`config.mk`:
```
export PLATFORM = sky130hd
export DESIGN_NAME = pipeline_hazard_controller
export DESIGN_NICKNAME = d
export VERILOG_FILES = /design/src/rtl/pipeline_hazard_controller_pkg.sv /design/src/rtl/pipeline_hazard_controller_hazard_detect.sv /design/src/rtl/pipeline_hazard_controller.sv
export SDC_FILE = /design/constraint.sdc
export NUM_CORES = 1
export LEC_CHECK = 0
export CAP_MARGIN = 25
export CORE_UTILIZATION = 48
export CTS_CLUSTER_DIAMETER = 150
export DETAILED_ROUTE_END_ITERATION = 16
export PLACE_DENSITY = 0.8
export SLEW_MARGIN = 20
export SYNTH_ARGS = -nofsm -noshare
export SYNTH_HDL_FRONTEND = slang
export SYNTH_SLANG_ARGS = --single-unit
```
`constraint.sdc`:
```
create_clock -name clock -period 2.9 [get_ports clock]
set_input_delay 0.435 -clock clock [delete_from_list [all_inputs] [get_ports clock]]
set_output_delay 0.435 -clock clock [all_outputs]
set_load 0.02 [all_outputs]
```
`src/rtl/pipeline_hazard_controller_pkg.sv`:
```
// Shared definitions for the pipeline hazard controller.
//   state_e      : freeze sequencer states (RUN / MISS_WAIT / REFILL)
//   miss_src_e   : which cache the pending refill belongs to
//   reg_match()  : register-dependency compare used by hazard detection
package pipeline_hazard_controller_pkg;

  typedef enum logic [1:0] {
    RUN       = 2'd0,
    MISS_WAIT = 2'd1,
    REFILL    = 2'd2
  } state_e;

  typedef enum logic {
    ICACHE = 1'b0,
    DCACHE = 1'b1
  } miss_src_e;

  // $zero is hardwired, so a write to it can never create a dependency.
  function automatic logic reg_match(input logic [4:0] dst, input logic [4:0] src);
    return (dst != 5'd0) && (dst == src);
  endfunction

endpackage

```
`src/rtl/pipeline_hazard_controller_hazard_detect.sv`:
```
// Load-use hazard detector (purely combinational).
// Ports:
//   ID_EX_MemRead : instruction in EX is a load
//   ID_EX_rt      : destination register of that load
//   IF_ID_rs/rt   : source registers of the instruction in ID
//   load_use      : ID instruction consumes the load result one cycle too early
module hazard_detect_unit
  import pipeline_hazard_controller_pkg::*;
(
  input  logic       ID_EX_MemRead,
  input  logic [4:0] ID_EX_rt,
  input  logic [4:0] IF_ID_rs,
  input  logic [4:0] IF_ID_rt,
  output logic       load_use
);

  assign load_use = ID_EX_MemRead &&
                    (reg_match(ID_EX_rt, IF_ID_rs) || reg_match(ID_EX_rt, IF_ID_rt));

endmodule

```
`src/rtl/pipeline_hazard_controller.sv`:
```
// Central stall/flush sequencer for the 5-stage MIPS pipeline.
// Ports:
//   clock, reset_n               : clock (rising edge), async active-low reset
//   icache_hit, dcache_hit       : cache hit flags (dcache_hit valid with dmem_access)
//   dmem_access                  : MEM stage issues a load/store
//   ID_EX_MemRead, ID_EX_rt      : load in EX and its destination
//   IF_ID_rs, IF_ID_rt           : sources of the instruction in ID
//   branch_taken                 : branch resolved taken in MEM
//   PC_write .. MEM_WB_hit       : pipeline register enables / flush / bubble
//   refill_icache/refill_dcache  : one-cycle line install strobes
//   busy                         : a miss sequence is in progress
//   stall_count                  : saturating count of cycles with PC_write=0
module pipeline_hazard_controller
  import pipeline_hazard_controller_pkg::*;
#(
  parameter int MISS_PENALTY = 4,
  parameter int CNT_W        = 8
) (
  input  logic        clock,
  input  logic        reset_n,
  input  logic        icache_hit,
  input  logic        dcache_hit,
  input  logic        dmem_access,
  input  logic        ID_EX_MemRead,
  input  logic [4:0]  ID_EX_rt,
  input  logic [4:0]  IF_ID_rs,
  input  logic [4:0]  IF_ID_rt,
  input  logic        branch_taken,
  output logic        PC_write,
  output logic        IF_ID_write,
  output logic        IF_ID_flush,
  output logic        ID_EX_hit,
  output logic        ID_EX_bubble,
  output logic        EX_MEM_hit,
  output logic        EX_MEM_flush,
  output logic        MEM_WB_hit,
  output logic        refill_icache,
  output logic        refill_dcache,
  output logic        busy,
  output logic [31:0] stall_count
);

  localparam logic [CNT_W-1:0] PENALTY_LOAD = CNT_W'(MISS_PENALTY - 1);

  state_e           state, next_state;
  miss_src_e        miss_src, next_src;
  logic [CNT_W-1:0] counter, next_counter;
  logic             load_use;
  logic             dmiss, imiss;

  hazard_detect_unit u_hazard_detect (
    .ID_EX_MemRead (ID_EX_MemRead),
    .ID_EX_rt      (ID_EX_rt),
    .IF_ID_rs      (IF_ID_rs),
    .IF_ID_rt      (IF_ID_rt),
    .load_use      (load_use)
  );

  assign dmiss = dmem_access & ~dcache_hit;
  assign imiss = ~icache_hit;

  // NOTE: state registers use non-blocking assignments so every flop samples
  // the pre-edge values of the others, regardless of process ordering.
  always_ff @(posedge clock or negedge reset_n) begin
    if (!reset_n) begin
      state    <= RUN;
      miss_src <= ICACHE;
      counter  <= '0;
    end else begin
      state    <= next_state;
      miss_src <= next_src;
      counter  <= next_counter;
    end
  end

  always_ff @(posedge clock or negedge reset_n) begin
    if (!reset_n) begin
      stall_count <= '0;
    end else if (!PC_write && (stall_count != 32'hFFFF_FFFF)) begin
      stall_count <= stall_count + 32'd1;
    end
  end

  // NOTE: every signal driven here gets a default first, so no path through
  // the case/if tree can leave one unassigned and infer a latch.
  always_comb begin
    next_state    = state;
    next_src      = miss_src;
    next_counter  = counter;
    PC_write      = 1'b0;
    IF_ID_write   = 1'b0;
    IF_ID_flush   = 1'b0;
    ID_EX_hit     = 1'b0;
    ID_EX_bubble  = 1'b0;
    EX_MEM_hit    = 1'b0;
    EX_MEM_flush  = 1'b0;
    MEM_WB_hit    = 1'b0;
    refill_icache = 1'b0;
    refill_dcache = 1'b0;
    busy          = 1'b0;

    // NOTE: outputs are combinational from the inputs in RUN, so reset must
    // gate them directly; the flops alone would not force them low.
    if (reset_n) begin
      unique case (state)
        RUN: begin
          if (dmiss || imiss) begin
            // Freeze everything this cycle; D-side wins so the I-miss is
            // picked up again on return to RUN.
            next_src     = dmiss ? DCACHE : ICACHE;
            next_counter = PENALTY_LOAD;
            next_state   = MISS_WAIT;
          end else if (branch_taken) begin
            PC_write     = 1'b1;
            IF_ID_write  = 1'b1;
            ID_EX_hit    = 1'b1;
            EX_MEM_hit   = 1'b1;
            MEM_WB_hit   = 1'b1;
            IF_ID_flush  = 1'b1;
            ID_EX_bubble = 1'b1;
            EX_MEM_flush = 1'b1;
          end else if (load_use) begin
            // Hold PC and IF/ID, let the load advance with a bubble behind it.
            ID_EX_hit    = 1'b1;
            EX_MEM_hit   = 1'b1;
            MEM_WB_hit   = 1'b1;
            ID_EX_bubble = 1'b1;
          end else begin
            PC_write    = 1'b1;
            IF_ID_write = 1'b1;
            ID_EX_hit   = 1'b1;
            EX_MEM_hit  = 1'b1;
            MEM_WB_hit  = 1'b1;
          end
        end
        MISS_WAIT: begin
          busy = 1'b1;
          if (counter == '0) next_state = REFILL;
          else               next_counter = counter - 1'b1;
        end
        REFILL: begin
          busy          = 1'b1;
          refill_dcache = (miss_src == DCACHE);
          refill_icache = (miss_src == ICACHE);
          next_state    = RUN;
        end
        default: next_state = RUN;
      endcase
    end
  end

endmodule

```
Yosys cells after proc, flatten, opt, wreduce, memory -nomap -nowiden
Index checks and enable logic that the tools add are counted.
{ "op_classes": {"n_reduce_logical": 15, "mux": 30, "addsub": 2, "n_bitwise": 4, "n_eq_ne": 8} }
{ "op_table": {"columns": ["operator", "count"], "rows": [
  ["adder 32 x 1 -> 32 bit (second input constant)", 1],
  ["inequality test 32 bit (second input constant)", 1],
  ["two-way mux 1 bit", 24],
  ["two-way mux 8 bit", 2],
  ["case mux 8 bit (2 select lines)", 1],
  ["== test 5 bit", 2],
  ["logical NOT 8 bit", 1],
  ["subtractor 8 x 1 -> 8 bit (second input constant)", 1],
  ["inequality test 2 bit (second input constant)", 3],
  ["AND reduction 3 bit", 2],
  ["nonzero test 5 bit", 1],
  ["logical AND 1 bit", 4],
  ["two-way mux 2 bit", 2],
  ["case mux 2 bit (2 select lines)", 1],
  ["AND reduction 4 bit", 1],
  ["inverter 1 bit", 3],
  ["== test 2 x 1 -> 1 bit (second input constant)", 1],
  ["== test 2 bit (second input constant)", 1],
  ["logical NOT 2 bit", 1],
  ["logical OR 1 bit", 2],
  ["nonzero test 2 bit", 1],
  ["OR reduction 2 bit", 1],
  ["bitwise AND 1 bit", 1],
  ["logical NOT 1 bit", 1]
]} }
{ "word_totals": {"register_bits": 43, "out_inout_bits": 43, "wordCells": 63, "in_bits": 22} }

Logic depth before layout (Yosys ltp)
{ "logic_depth": {"word_depth": 11, "mapped_depth": 11, "depth_no_buf": 9} }

Cells and area by module
A second synthesis with hierarchy kept.
{ "unflattened": {"hier_cells": 246, "hier_area_um2": 2404.8} }
{ "by_module_without_submodules": {"columns": ["mod", "area_per_inst_um2", "seq_area_each_um2", "instances", "cells_per_inst"], "rows": [
  ["pipeline_hazard_controller", 2279.7, 1076.0, 1, 229],
  ["hazard_detect_unit", 125.1, 0.0, 1, 17]
]} }

Worst setup path before layout
No wires, ideal clock.
{ "synth_timing": {"kind": "register -> output", "start": "reg state[0]", "end": "out PC_write", "path_slack_ns": 0.500, "path_buffers": 2, "path_stages_with_launch": 10, "t_arrival_ns": 1.965, "required_time_ns": 2.465, "cell_sequence": "dfrtp_1 inv_1 ha_1 nand2_1 or3_1 clkbuf_1 inv_1 o21ai_1 o21ai_2 buf_4"} }
{ "synth_via": {"elab_chain_cells": 3} }
{ "synth_lines": {"columns": ["item", "line_no", "rtl"], "rows": [
  ["from (decl)", "pipeline_hazard_controller.sv:45", "state_e state, next_state;"],
  ["from (signal assigned)", "pipeline_hazard_controller.sv:70", "state <= next_state;"],
  ["logical NOT 2 bit", null, null],
  ["two-way mux 1 bit (2 in a row)", null, null],
  ["to (decl)", "pipeline_hazard_controller.sv:29", "output logic PC_write,"]
]} }
No other way between the ends.

Final worst setup path
{ "layout_timing": {"start": "reg state[0]", "end": "out MEM_WB_hit"} }
{ "layout_via": {"elab_chain_cells": 3} }
{ "layout_lines": {"columns": ["item", "line_no", "rtl"], "rows": [
  ["logical NOT 2 bit", "pipeline_hazard_controller.sv:105", "unique case (state)"],
  ["two-way mux 1 bit", "pipeline_hazard_controller.sv:105", null],
  ["two-way mux 1 bit", "pipeline_hazard_controller.sv:104", "if (reset_n) begin"],
  ["to (decl)", "pipeline_hazard_controller.sv:36", "output logic MEM_WB_hit,"]
]} }
No other way between the ends.

==> results_dict.tcl <==
set metrics [dict create \
    layout_commonest_cell "clkdlybuf4s50_1" \
    syn_inst 241 \
    core_sq_um 4750 \
    area_growth_pct 35.8 \
    cp-end-kind "output pin" \
    layout_common_cells "58 x clkdlybuf4s50_1, 43 x dfrtp_1, 37 x xnor2_1" \
    die_w_um 72.6 \
    cpLargestDelayFamily "buffers and inverters" \
    grt_max_degree 50 \
    clkTransAtPathRegs_ns 0.08 \
    drtAntennaViolNets 0 \
    htreeDepth 2 \
    fmax_mhz 360 \
    vias 1969 \
    fin_setup_tns_ns 0 \
    whs_ns 0.247 \
    rows 25 \
    cts_made_buffers 5 \
    hold_viol 0 \
    synth-seq-area-share_pct 45.0 \
    r2r-start "state[0]" \
    powerDensity_nw_per_um2 662 \
    clock_latency_ns 0.29 \
    path_class "reg -> out" \
    initial_core_util_pct 50.3 \
    io_buffers 64 \
    drc 0 \
    critPathMaxStageDelay_ns 0.61 \
    slew_headroom_pct 46.3 \
    avgViaCountPerCell 5.13 \
    drt_iter0_drc 40 \
    clock_sinks 43 \
    cp_cell_sequence "inv_1 -> ha_1 -> nand2_1 -> or3_1 -> inv_1 -> buf_4 -> clkdlybuf4s50_1" \
    dr.pass1.iters 4 \
    design_area_sq_um 3250 \
    ys_ff_latch 43 \
    cp_max_fo 4 \
    period_needed_ns 2.78 \
    fin_util_pct 68.3 \
    crit_arrival_ns 2.34 \
    num_antenna_cells 0 \
    required_ns 2.47 \
    syn_area_sq_um 2390 \
    ir_worst_vdd_mv 0.441 \
    synth_top_flop_cell "dfrtp_1" \
    place_congestion 0.815 \
    cp_common_cell "inv_1" \
    antenna_found_initial 0 \
    cts_setup_buffers 0 \
    grt_pass1_vias 2025 \
    tritoncts "done" \
    fin_skew_ns 0.00724 \
    synth.distinct_cells 39 \
    period_share_pct 95.7 \
    cts_buffer_depth 2 \
    yosys_warnings 0 \
    ios 65 \
    wl_mm 5.35 \
    syn-mean-instance-area_sq_um 9.92 \
    start_kind "register" \
    die-area_sq_um 5260 \
    leakagePower_uw 0.00145 \
    cts-root-buf "clkbuf_8" \
    dp.final_hpwl_mm 3.97 \
    grt_usage_pct 21.5 \
    finalNetCount 344 \
    die_h_um 72.6 \
    hold_path.class "in -> async" \
    grt_pass1_wl_mm 8.98 \
    worstMarginPinSlew_ns 0.800 \
    wl_per_cell_um 13.9 \
    synthArstFlopShare_pct 100 \
    synth.net_count 269 \
    drive_gt1_share_pct 8.83 \
    outcome "complete, no violations" \
    setup_viol 0 \
    rsz0062_at_grt "false" \
    synth_edf_count 0 \
    placed_cell_area_sq_um 3150 \
    path_buf_inv 4 \
    drv_slew 0 \
    critPathLaunch "state[0]" \
    worst_path_max_delay_cell "clkdlybuf4s50_1" \
    maxCapViolCount 0 \
    globalRoute.totalOverflow 0 \
]
==> flip-flops by register name, summed over array words and instances, names as in the netlist <==
signal / flops
stall_count: 32
state: 2
miss_src: 1
counter: 8
==> area by class of cell <==
| cell class | instances | area [sq um] |
|---|---|---|
| Fill cell | 392 | 1510 |
| Clock inverter | 2 | 12.5 |
| Inverter | 12 | 45.0 |
| Multi-Input combinational cell | 179 | 1220 |
| Timing Repair Buffer | 75 | 731 |
| Clock buffer | 6 | 72.6 |
| Sequential cell | 43 | 1080 |
| Tap cell | 67 | 83.8 |
==> cells by family after synthesis <==
logic type / count (synthesis) / synth area share (%)
xor gates and xnor gates: 45 / 16.5
buffers and inverters: 19 / 3.72
and+or+nand+nor: 101 / 23.5
AOI/OAI and AO/OA: 26 / 7.70
muxes: 1 / 0.471
DFF: 43 / 45.0
adders and majority gates: 6 / 3.14
==> worst paths after layout <==
path	depth (start not counted)	to	slack, ns
hold reg to reg	1	stall_count[22]	0.50
max in group asynchronous	2	stall_count[1]	2.26
setup reg to reg	10	stall_count[1]	0.62
setup / recovery	7	MEM_WB_hit	0.12
min in group clock	3	miss_src	0.50
hold / removal	2	counter[7]	0.25
==> worst reg2reg max path, stage by stage (launching register included) <==
cell and delay [ns]:
dfrtp_1 0.40, inv_1 0.09, ha_1 0.19, nand2_1 0.11, or3_1 0.44, inv_1 0.10, o21ai_1 0.09, o21ai_2 0.09
buf_4 0.18, nand2b_2 0.15, mux2_1 0.32
==> synth_stat cells (2+ instances only) <==
| cell | count | area [sq um] |
|---|---|---|
| buf_2 | 2 | 10.0 |
| nand4_1 | 8 | 50.1 |
| and2_1 | 3 | 18.8 |
| or3_1 | 3 | 18.8 |
| nand2_1 | 20 | 75.1 |
| xor2_1 | 8 | 70.1 |
| inv_1 | 12 | 45.0 |
| nor3_1 | 6 | 30.0 |
| nand4b_1 | 7 | 61.3 |
| o21ai_1 | 2 | 10.0 |
| a21oi_1 | 8 | 40.0 |
| dfrtp_1 | 43 | 1080 |
| and3_1 | 7 | 43.8 |
| xnor2_1 | 37 | 324 |
| nand2b_1 | 3 | 18.8 |
| o211a_1 | 2 | 20.0 |
| nor2_1 | 16 | 60.1 |
| or4_4 | 2 | 22.5 |
| a31oi_1 | 3 | 18.8 |
| nand3_1 | 18 | 90.1 |
| o21ai_0 | 5 | 25.0 |
| ha_1 | 6 | 75.1 |
| buf_4 | 4 | 30.0 |
==> report_power, final <==
part,leakage [uW],internal (uW),switching (uW)
logic,0.000844,420,469
clock network,0.0000412,168,198
registers,0.000562,738,155
==> per-stage QoR <==
| step | setup slack [ns] | power (uW) | cells |
|---|---|---|---|
| after global routing | 0.00737 | 2290 | 384 |
| final | 0.124 | 2150 | 384 |
| after floorplan | 0.500 | 1440 | 241 |
| after detailed placement | 0.0504 | 1800 | 376 |
| after global placement | 0.0805 | 1770 | 376 |
| after CTS | 0.0104 | 2160 | 384 |
==> per-layer routing <==
layer  part of all wire (%)  track usage, %
met1                     48            28.0
met2                     48            37.2
met3                    3.3            3.61
met4                   0.97            5.66
met5                      0               0
==> timing repair <==
item / 4_1_cts / 5_1_grt
resized for setup: 0 / 5
endpoints found under the setup margin: 0 / 5
hold buffers: 0 / 0
(Power assumes the default switching activity.)
